[src/rtl/cpu_pkg.sv]
// Shared CPU datapath definitions: address width and the next-PC source selector.
package cpu_pkg;

    localparam int ADDR_W = 8;

    typedef enum logic [2:0] {
        SEL_SEQ,
        SEL_BRANCH,
        SEL_JUMP,
        SEL_CALL,
        SEL_RET,
        SEL_STALL
    } next_sel_t;

endpackage

[src/rtl/ret_stack.sv]
// Hardware return-address LIFO. The caller never asserts push and pop together.
module ret_stack #(
    parameter int W     = 8,
    parameter int DEPTH = 4
) (
    input  logic                     clock,
    input  logic                     reset,
    input  logic                     push,
    input  logic                     pop,
    input  logic [W-1:0]             push_data,
    output logic [W-1:0]             top,
    output logic [$clog2(DEPTH):0]   depth,
    output logic                     full,
    output logic                     empty
);
    localparam int AW = $clog2(DEPTH);

    logic [W-1:0]  r_mem [DEPTH];
    logic [AW:0]   r_sp;
    logic [AW-1:0] w_wr_idx;
    logic [AW-1:0] w_top_idx;

    // With sp == DEPTH the low bits wrap to 0, so sp-1 still lands on the last slot.
    assign w_wr_idx  = r_sp[AW-1:0];
    assign w_top_idx = r_sp[AW-1:0] - AW'(1);

    assign top   = r_mem[w_top_idx];
    assign depth = r_sp;
    assign full  = (r_sp == (AW+1)'(DEPTH));
    assign empty = (r_sp == '0);

    always_ff @(posedge clock) begin
        if (reset) begin
            r_sp <= '0;
            for (int i = 0; i < DEPTH; i++) r_mem[i] <= '0;
        end else if (push && !full) begin
            r_mem[w_wr_idx] <= push_data;
            r_sp            <= r_sp + (AW+1)'(1);
        end else if (pop && !empty) begin
            r_sp <= r_sp - (AW+1)'(1);
        end
    end

endmodule

[src/rtl/pc_next_unit.sv]
// Next-fetch address generator: priority select over stall/ret/call/jump/branch/seq
// with a return-address stack and sticky overflow/underflow flags.
module pc_next_unit #(
    parameter int ADDR_W = cpu_pkg::ADDR_W,
    parameter int DEPTH  = 4
) (
    input  logic                    clock,
    input  logic                    reset,
    input  logic [ADDR_W-1:0]       saida_pc,
    input  logic                    stall,
    input  logic                    ret,
    input  logic                    call,
    input  logic                    jump,
    input  logic                    branch_taken,
    input  logic [ADDR_W-1:0]       branch_off,
    input  logic [ADDR_W-1:0]       jump_target,
    output logic [ADDR_W-1:0]       address,
    output logic [$clog2(DEPTH):0]  stack_depth,
    output logic                    overflow,
    output logic                    underflow
);
    import cpu_pkg::*;

    next_sel_t         w_sel;
    logic [ADDR_W-1:0] w_inc;
    logic [ADDR_W-1:0] w_br;
    logic [ADDR_W-1:0] w_top;
    logic              w_full;
    logic              w_empty;
    logic              w_push;
    logic              w_pop;
    logic              r_overflow;
    logic              r_underflow;

    assign w_inc = saida_pc + ADDR_W'(1);
    assign w_br  = saida_pc + branch_off;

    always_comb begin
        w_sel = SEL_SEQ;
        if (stall)             w_sel = SEL_STALL;
        else if (ret)          w_sel = SEL_RET;
        else if (call)         w_sel = SEL_CALL;
        else if (jump)         w_sel = SEL_JUMP;
        else if (branch_taken) w_sel = SEL_BRANCH;
    end

    always_comb begin
        address = w_inc;
        if (reset) begin
            address = '0;
        end else begin
            case (w_sel)
                SEL_STALL:  address = saida_pc;
                SEL_RET:    address = w_empty ? w_inc : w_top;
                SEL_CALL:   address = jump_target;
                SEL_JUMP:   address = jump_target;
                SEL_BRANCH: address = w_br;
                default:    address = w_inc;
            endcase
        end
    end

    assign w_push = !reset && (w_sel == SEL_CALL) && !w_full;
    assign w_pop  = !reset && (w_sel == SEL_RET) && !w_empty;

    ret_stack #(.W(ADDR_W), .DEPTH(DEPTH)) u_stack (
        .clock     (clock),
        .reset     (reset),
        .push      (w_push),
        .pop       (w_pop),
        .push_data (w_inc),
        .top       (w_top),
        .depth     (stack_depth),
        .full      (w_full),
        .empty     (w_empty)
    );

    always_ff @(posedge clock) begin
        if (reset) begin
            r_overflow  <= 1'b0;
            r_underflow <= 1'b0;
        end else begin
            if (w_sel == SEL_CALL && w_full)  r_overflow  <= 1'b1;
            if (w_sel == SEL_RET  && w_empty) r_underflow <= 1'b1;
        end
    end

    assign overflow  = r_overflow;
    assign underflow = r_underflow;

endmodule

[config.mk]
export PLATFORM = sky130hd
export DESIGN_NAME = pc_next_unit
export DESIGN_NICKNAME = d
export VERILOG_FILES = /design/src/rtl/cpu_pkg.sv /design/src/rtl/ret_stack.sv /design/src/rtl/pc_next_unit.sv
export SDC_FILE = /design/constraint.sdc
export NUM_CORES = 1
export LEC_CHECK = 0
export CORE_UTILIZATION = 52
export CTS_CLUSTER_SIZE = 30
export DETAILED_ROUTE_END_ITERATION = 8
export PLACE_DENSITY = 0.92
export SYNTH_ARGS = -nofsm -noshare
export SYNTH_HDL_FRONTEND = slang
export SYNTH_SLANG_ARGS = --single-unit
[constraint.sdc]
create_clock -name clock -period 3.29 [get_ports clock]
set_input_delay 0.4935 -clock clock [delete_from_list [all_inputs] [get_ports clock]]
set_output_delay 0.4935 -clock clock [all_outputs]
set_load 0.05 [all_outputs]
==> results.yml, run 1 <==
drt:
  drc_errors: 0
  wl_per_cell_um: 19.1
  wl_met2_um: 3170
  drtPass1Iterations: 5
  viasPerCell: 6.23
  vias: 2006
  met1_length_um: 2450
  drt_iter0_markers: 288
  top_layer: "met4"
  ant_nets: 0
  dr_wl_met3_um: 434
  routed_wl_um: 6150
cts:
  htreeDepth: 2
  cts_buffers: 5
  clock_latency_ns: 0.30
  cts_root_buffer: "clkbuf_8"
  cts_setup_buffers: 0
  clock_path_buffers: 2
  cts_tree: "built"
  holdBufCountCts: 0
  cts_sinks: 37
  cts.clk_slew.worst_paths_ns: 0.08
status:
  status: "completed"
floorplanning:
  start_util_pct: 55.7
  core-area_sq_um: 4140
  die_width_um: 68.6
  rows: 23
  die_h_um: 68.6
  die_area_sq_um: 4710
  num_io_pins: 44
timing:
  setup_viol: 0
  max_freq_ghz: 0.309
  min_period_ns: 3.23
  period_share_pct: 98.3
  holdWs_ns: 0.486
  hold_violations: 0
  finalMaxSlewViolations: 0
  skew_ns: 0.0102
  slew_headroom_pct: 66.7
  worst_pin_slew_ns: 0.498
  final.setup.worst_slack_ns: 0.0556
finish:
  drive_above_1_share_pct: 16.9
  nNetsFinal: 313
  antenna_cells: 0
  final_cells: 322
  num-fill-cells: 262
  syn_to_final_growth_pct: 33.4
logic_synthesis:
  seq_area_frac_synth_pct: 46.0
  async_flop_share_pct: 0
  synth_area_sq_um: 2310
  synthTopCellsByArea: "edfxtp_1 (42%), mux4_2 (7.8%), nor2_1 (6.5%)"
  synthAdderAreaFrac_pct: 6.61
  yosysUniqueCellTypes: 42
  ys_ff_latch: 37
  synth_xor_area_share_pct: 4.93
  synth_edf_count: 32
  yosys.area.top_type_share_pct: 41.6
  yosysTopAreaCell: "edfxtp_1"
  synth_top_family_by_area: "simple AND/OR/NAND/NOR gates"
  syn-mean-instance-area_sq_um: 10.8
  synth_compound_area_share_pct: 14.2
  muxShareOfSynthArea_pct: 8.67
  synth_ff_type: "edfxtp_1"
  netlist_instances: 213
  synthSimpleGateAreaFrac_pct: 17.1
  ys_top_cells_by_count: "nor2_1 (40), edfxtp_1 (32), nand2_1 (12)"
  synth_most_common_cell: "nor2_1"
  yosys_warnings: 0
  syn-num-nets: 255
power_and_ir_drop:
  leakagePower_uw: 0.00116
  clock_power_share_pct: 24.4
  power.switching_uw: 430
  swShare_pct: 32.6
  ir_drop_uv: 338
  power.density_nw_per_um2: 429
  power_frac_seq_pct: 42.5
  internal-power_uw: 889
  comb_power_share_pct: 33.1
worst_setup_path:
  cp.buffers_inverters: 2
  cp_slowest_cell: "clkdlybuf4s50_1"
  max_stage_delay_ns: 0.44
  crit_path_start: "saida_pc[0]"
  critPathArrivalTime_ns: 2.74
  crit_path_end_kind: "primary output"
  cp-start-kind: "input pin"
  critPathTopFamily: "compound AO/OA/AOI/OAI gates"
  cp_cell_sequence: "clkdlybuf4s50_1 > ha_2 > fa_2 > a211oi_2 > o21bai_1 > a21oi_1 > xor2_1 > o32ai_2 > clkbuf_16"
  required_ns: 2.80
  critPathKind: "input pin to primary output"
  r2r_start: "u_stack.depth[0]"
  crit_fanout: 3
run:
  max-cap-violations: 0
placement:
  place_inst: 314
  post-dp-hpwl_um: 4610
  io_buffers: 43
  gp_congestion: 0.813
  dp_slack_ns: 0.0304
global_route:
  grt-ovfl-total: 0
  grt_usage_pct: 28.3
  grt_pass1_vias: 1982
  antenna_found_initial: 0
  grt_pass1_wl_um: 9260
  grt_max_degree: 15
hold_path:
  hp-start: "overflow"
  hp-class: "flop to flop"
[final timing paths]
kind	to	slack (ns)	cells past startpoint
worst min register to register	overflow	0.49	2
worst max register to register	u_stack.depth[2]	0.57	10
worst min-delay path	overflow	0.49	2
worst max-delay path	address[6]	0.06	9
[tightest hold or removal path, cell delays in order (launching register included)]
cell and delay (ns):
dfxtp_1 0.34, a31oi_1 0.05, nor2_1 0.07
[per-layer routing]
layer  global-route usage, %  vias to the layer above
met5                       0                        -
met4                    17.7                        0
met3                    5.76                       15
met2                    47.8                       97
met1                    32.7                      967
li1                        -                      927
[registers in the layout, summed over array words and instances (netlist names)]
register       flops
u_stack.r_mem     32
u_stack.depth      3
overflow           1
underflow          1
[stage by stage]
step	instance area (sq um)	TNS (ns)	total power (uW)	utilization [%]
after global placement	2970	0	980	71.7
after detailed placement	2970	0	998	71.7
final	3080	0	1320	74.3
after CTS	3060	0	1320	73.9
after global routing	3080	-0.0149	1370	74.3
after floorplan	2320	-0.0128	822	-
[area by class of cell]
type                       instances  area, sq um  share of cell area [%]
inverter                           9         33.8                    1.10
multi-input combinational        161         1210                    39.2
clock buffer                       5         68.8                    2.23
clock inverter                     3         22.5                   0.731
timing repair buffer              57          621                    20.2
tap                               50         62.6                    2.03
sequential                        37         1060                    34.6
[placed cells by master (no fill, tap or decap), drive strengths merged, types with 4 or more instances in the layout]
cell type,synthesis,routed
edfxtp,32,32
ha,9,9
o21ai,5,5
clkbuf,4,6
nor2,40,40
nand2,12,12
nand2b,4,4
dfxtp,5,5
and3,4,4
xor2,6,6
nand3,9,9
a21oi,9,9
buf,2,21
a222oi,7,7
a31oi,5,5
inv,9,9
mux4,8,8
xnor2,7,7
clkdlybuf4s50,0,35
[repair_timing]
action	CTS	global route
setup endpoints to repair	0	2
gates resized for setup	0	5
hold endpoints to repair	0	0
[power by group through the flow]
stage	Clock, uW	Combinational, uW	Sequential, uW
finish	321	437	561
global placement	0	412	568
detailed placement	0	426	571
floorplan	0	240	582
global route	344	464	566
CTS	326	430	561
[logic make-up after synthesis]
| group | Yosys count |
|---|---|
| compound gates | 46 |
| xor+xnor | 13 |
| fa+ha+maj | 11 |
| buf+inv | 15 |
| flops | 37 |
| mux | 10 |
| simple gates | 81 |
No activity file was read; power rests on OpenSTA's default activity.
==> run 2, diff against run 1 <==
==> constraint.sdc (replaced) <==
create_clock -name clock -period 3.29 [get_ports clock]
set_input_delay 0.658 -clock clock [delete_from_list [all_inputs] [get_ports clock]]
set_output_delay 0.658 -clock clock [all_outputs]
set_load 0.05 [all_outputs]
==> run 2 against run 1 <==
First-iteration DRC count down 28%. Count of clock-buffer cells in the layout unchanged. Utilization up 4.1 points. Die area unchanged. Largest power group unchanged. Highest routed layer unchanged.
==> results.yml, run 2 (synthesized netlist as in run 1, its figures left out) <==
global_route:
  grt_max_degree: 14
  grt_pass1_vias: 2000
  grt-ovfl-total: 0
  antenna_found_initial: 0
  grt_pass1_wl_um: 9320
  grt_usage_pct: 28.2
placement:
  post-dp-hpwl_um: 4640
  place_inst: 331
  gp_congestion: 0.807
  io_buffers: 43
  dp_slack_ns: -0.299
  dpl_cell_area_sq_um: 3100
floorplanning:
  start_util_pct: 55.7
  die_width_um: 68.6
  die_area_sq_um: 4710
  core-area_sq_um: 4140
  rows: 23
  die_h_um: 68.6
  num_io_pins: 44
worst_setup_path:
  r2r_cells: 10
  critPathArrivalTime_ns: 2.55
  cp-start-kind: "input pin"
  crit_path_end_kind: "primary output"
  critPathKind: "input pin to primary output"
  ff2ff_setup_slack_ns: 0.84
  required_ns: 2.63
  r2r_start: "u_stack.depth[0]"
  crit_fanout: 3
  timing.rr.end: "u_stack.depth[2]"
finish:
  utilization_pct: 78.4
  final_common_cell: "nor2_1"
  drive_above_1_share_pct: 24.7
  num-fill-cells: 259
  final_cells: 341
  finalInstanceArea_sq_um: 3250
  largest-register: "u_stack.r_mem"
  largest_register_ffs: 32
  nNetsFinal: 333
  final_cell_mix: "nor2_1 (40), buf_4 (34), clkdlybuf4s50_1 (32), edfxtp_1 (32), nand2_1 (12)"
  syn_to_final_growth_pct: 40.8
  antenna_cells: 0
hold_path:
  hp-class: "flop to flop"
  min_to: "underflow"
  hp-start: "underflow"
  worstHoldPathCells: 2
timing:
  final.setup.worst_slack_ns: 0.0824
  setup_viol: 0
  worst_pin_slew_ns: 0.499
  min_period_ns: 3.21
  tns_ns: 0
  period_share_pct: 97.5
  skew_ns: 0.00368
  slew_headroom_pct: 66.7
  max_freq_ghz: 0.312
  hold_violations: 0
  finalMaxSlewViolations: 0
cts:
  cts_sinks: 37
  clock_path_buffers: 2
  clock_latency_ns: 0.28
  cts_root_buffer: "clkbuf_8"
  htreeDepth: 2
  cts_tree: "built"
  cts_buffers: 5
  cts.clk_slew.worst_paths_ns: 0.07
drt:
  drc_errors: 0
  viasPerCell: 5.99
  wl_per_cell_um: 17.8
  routed_wl_um: 6070
  drtPass1Iterations: 6
  ant_nets: 0
  drt_iter0_markers: 207
  vias: 2042
power_and_ir_drop:
  leakagePower_uw: 0.00126
  ir_drop_uv: 439
  power.density_nw_per_um2: 405
status:
  status: "completed"
run:
  max-cap-violations: 0
==> run 2: critical path: stages <==
cell             delay, ns
clkdlybuf4s50_1       0.44
ha_1                  0.33
o21ai_0               0.10
o21bai_1              0.18
a21oi_2               0.10
and4_1                0.18
o311a_2               0.40
buf_12                0.16
==> run 2: area by class of cell <==
cell class	instances	area [sq um]	area share [%]
timing repair buffer	77	762	23.4
clock inverter	2	11.3	0.346
tap	50	62.6	1.92
inverter	9	33.8	1.04
sequential	37	1070	32.8
multi-input combinational	161	1250	38.3
clock buffer	5	68.8	2.12
==> run 2: power by group <==
part / total, uW / internal (uW) / switching [uW]
Sequential: 554 / 537 / 17.6
Clock: 287 / 142 / 145
Combinational: 474 / 229 / 245
==> run 2: through the flow <==
stage / power, uW / hold WS, ns
2_1_floorplan: 824 / 0.646
3_3_place_gp: 999 / 0.442
3_5_place_dp: 1010 / 0.454
4_1_cts: 1310 / 0.480
5_1_grt: 1370 / 0.491
6_report: 1320 / 0.479
==> run 2: timing repair <==
action                     CTS  global route
hold endpoints to repair     0             0
buffers inserted             1             2
resized for setup            7             6
pin swaps                    7             1
hold buffers                 0             0
setup endpoints to repair    5             8
==> run 2: worst max-delay path by stage <==
| stage | startpoint | to | slack, ns | cells after the start |
|---|---|---|---|---|
| floorplan | saida_pc[0] | address[4] | 0.004 | 7 |
| global placement | saida_pc[0] | address[6] | -0.25 | 9 |
| detailed placement | saida_pc[0] | address[6] | -0.30 | 9 |
| CTS | u_stack.depth[0] | address[7] | 0.004 | 7 |
| global route | jump | address[7] | -0.02 | 8 |
| finish | saida_pc[3] | address[7] | 0.08 | 8 |
==> run 2: layer usage <==
layer	vias up	wire (um)	GRT usage, %	share of wire, %
met5	-	0	0	0
met3	13	269	5.26	4.4
met4	0	121	11.5	2.0
li1	969	-	-	-
met2	68	3100	49.3	51
met1	992	2580	34.0	43
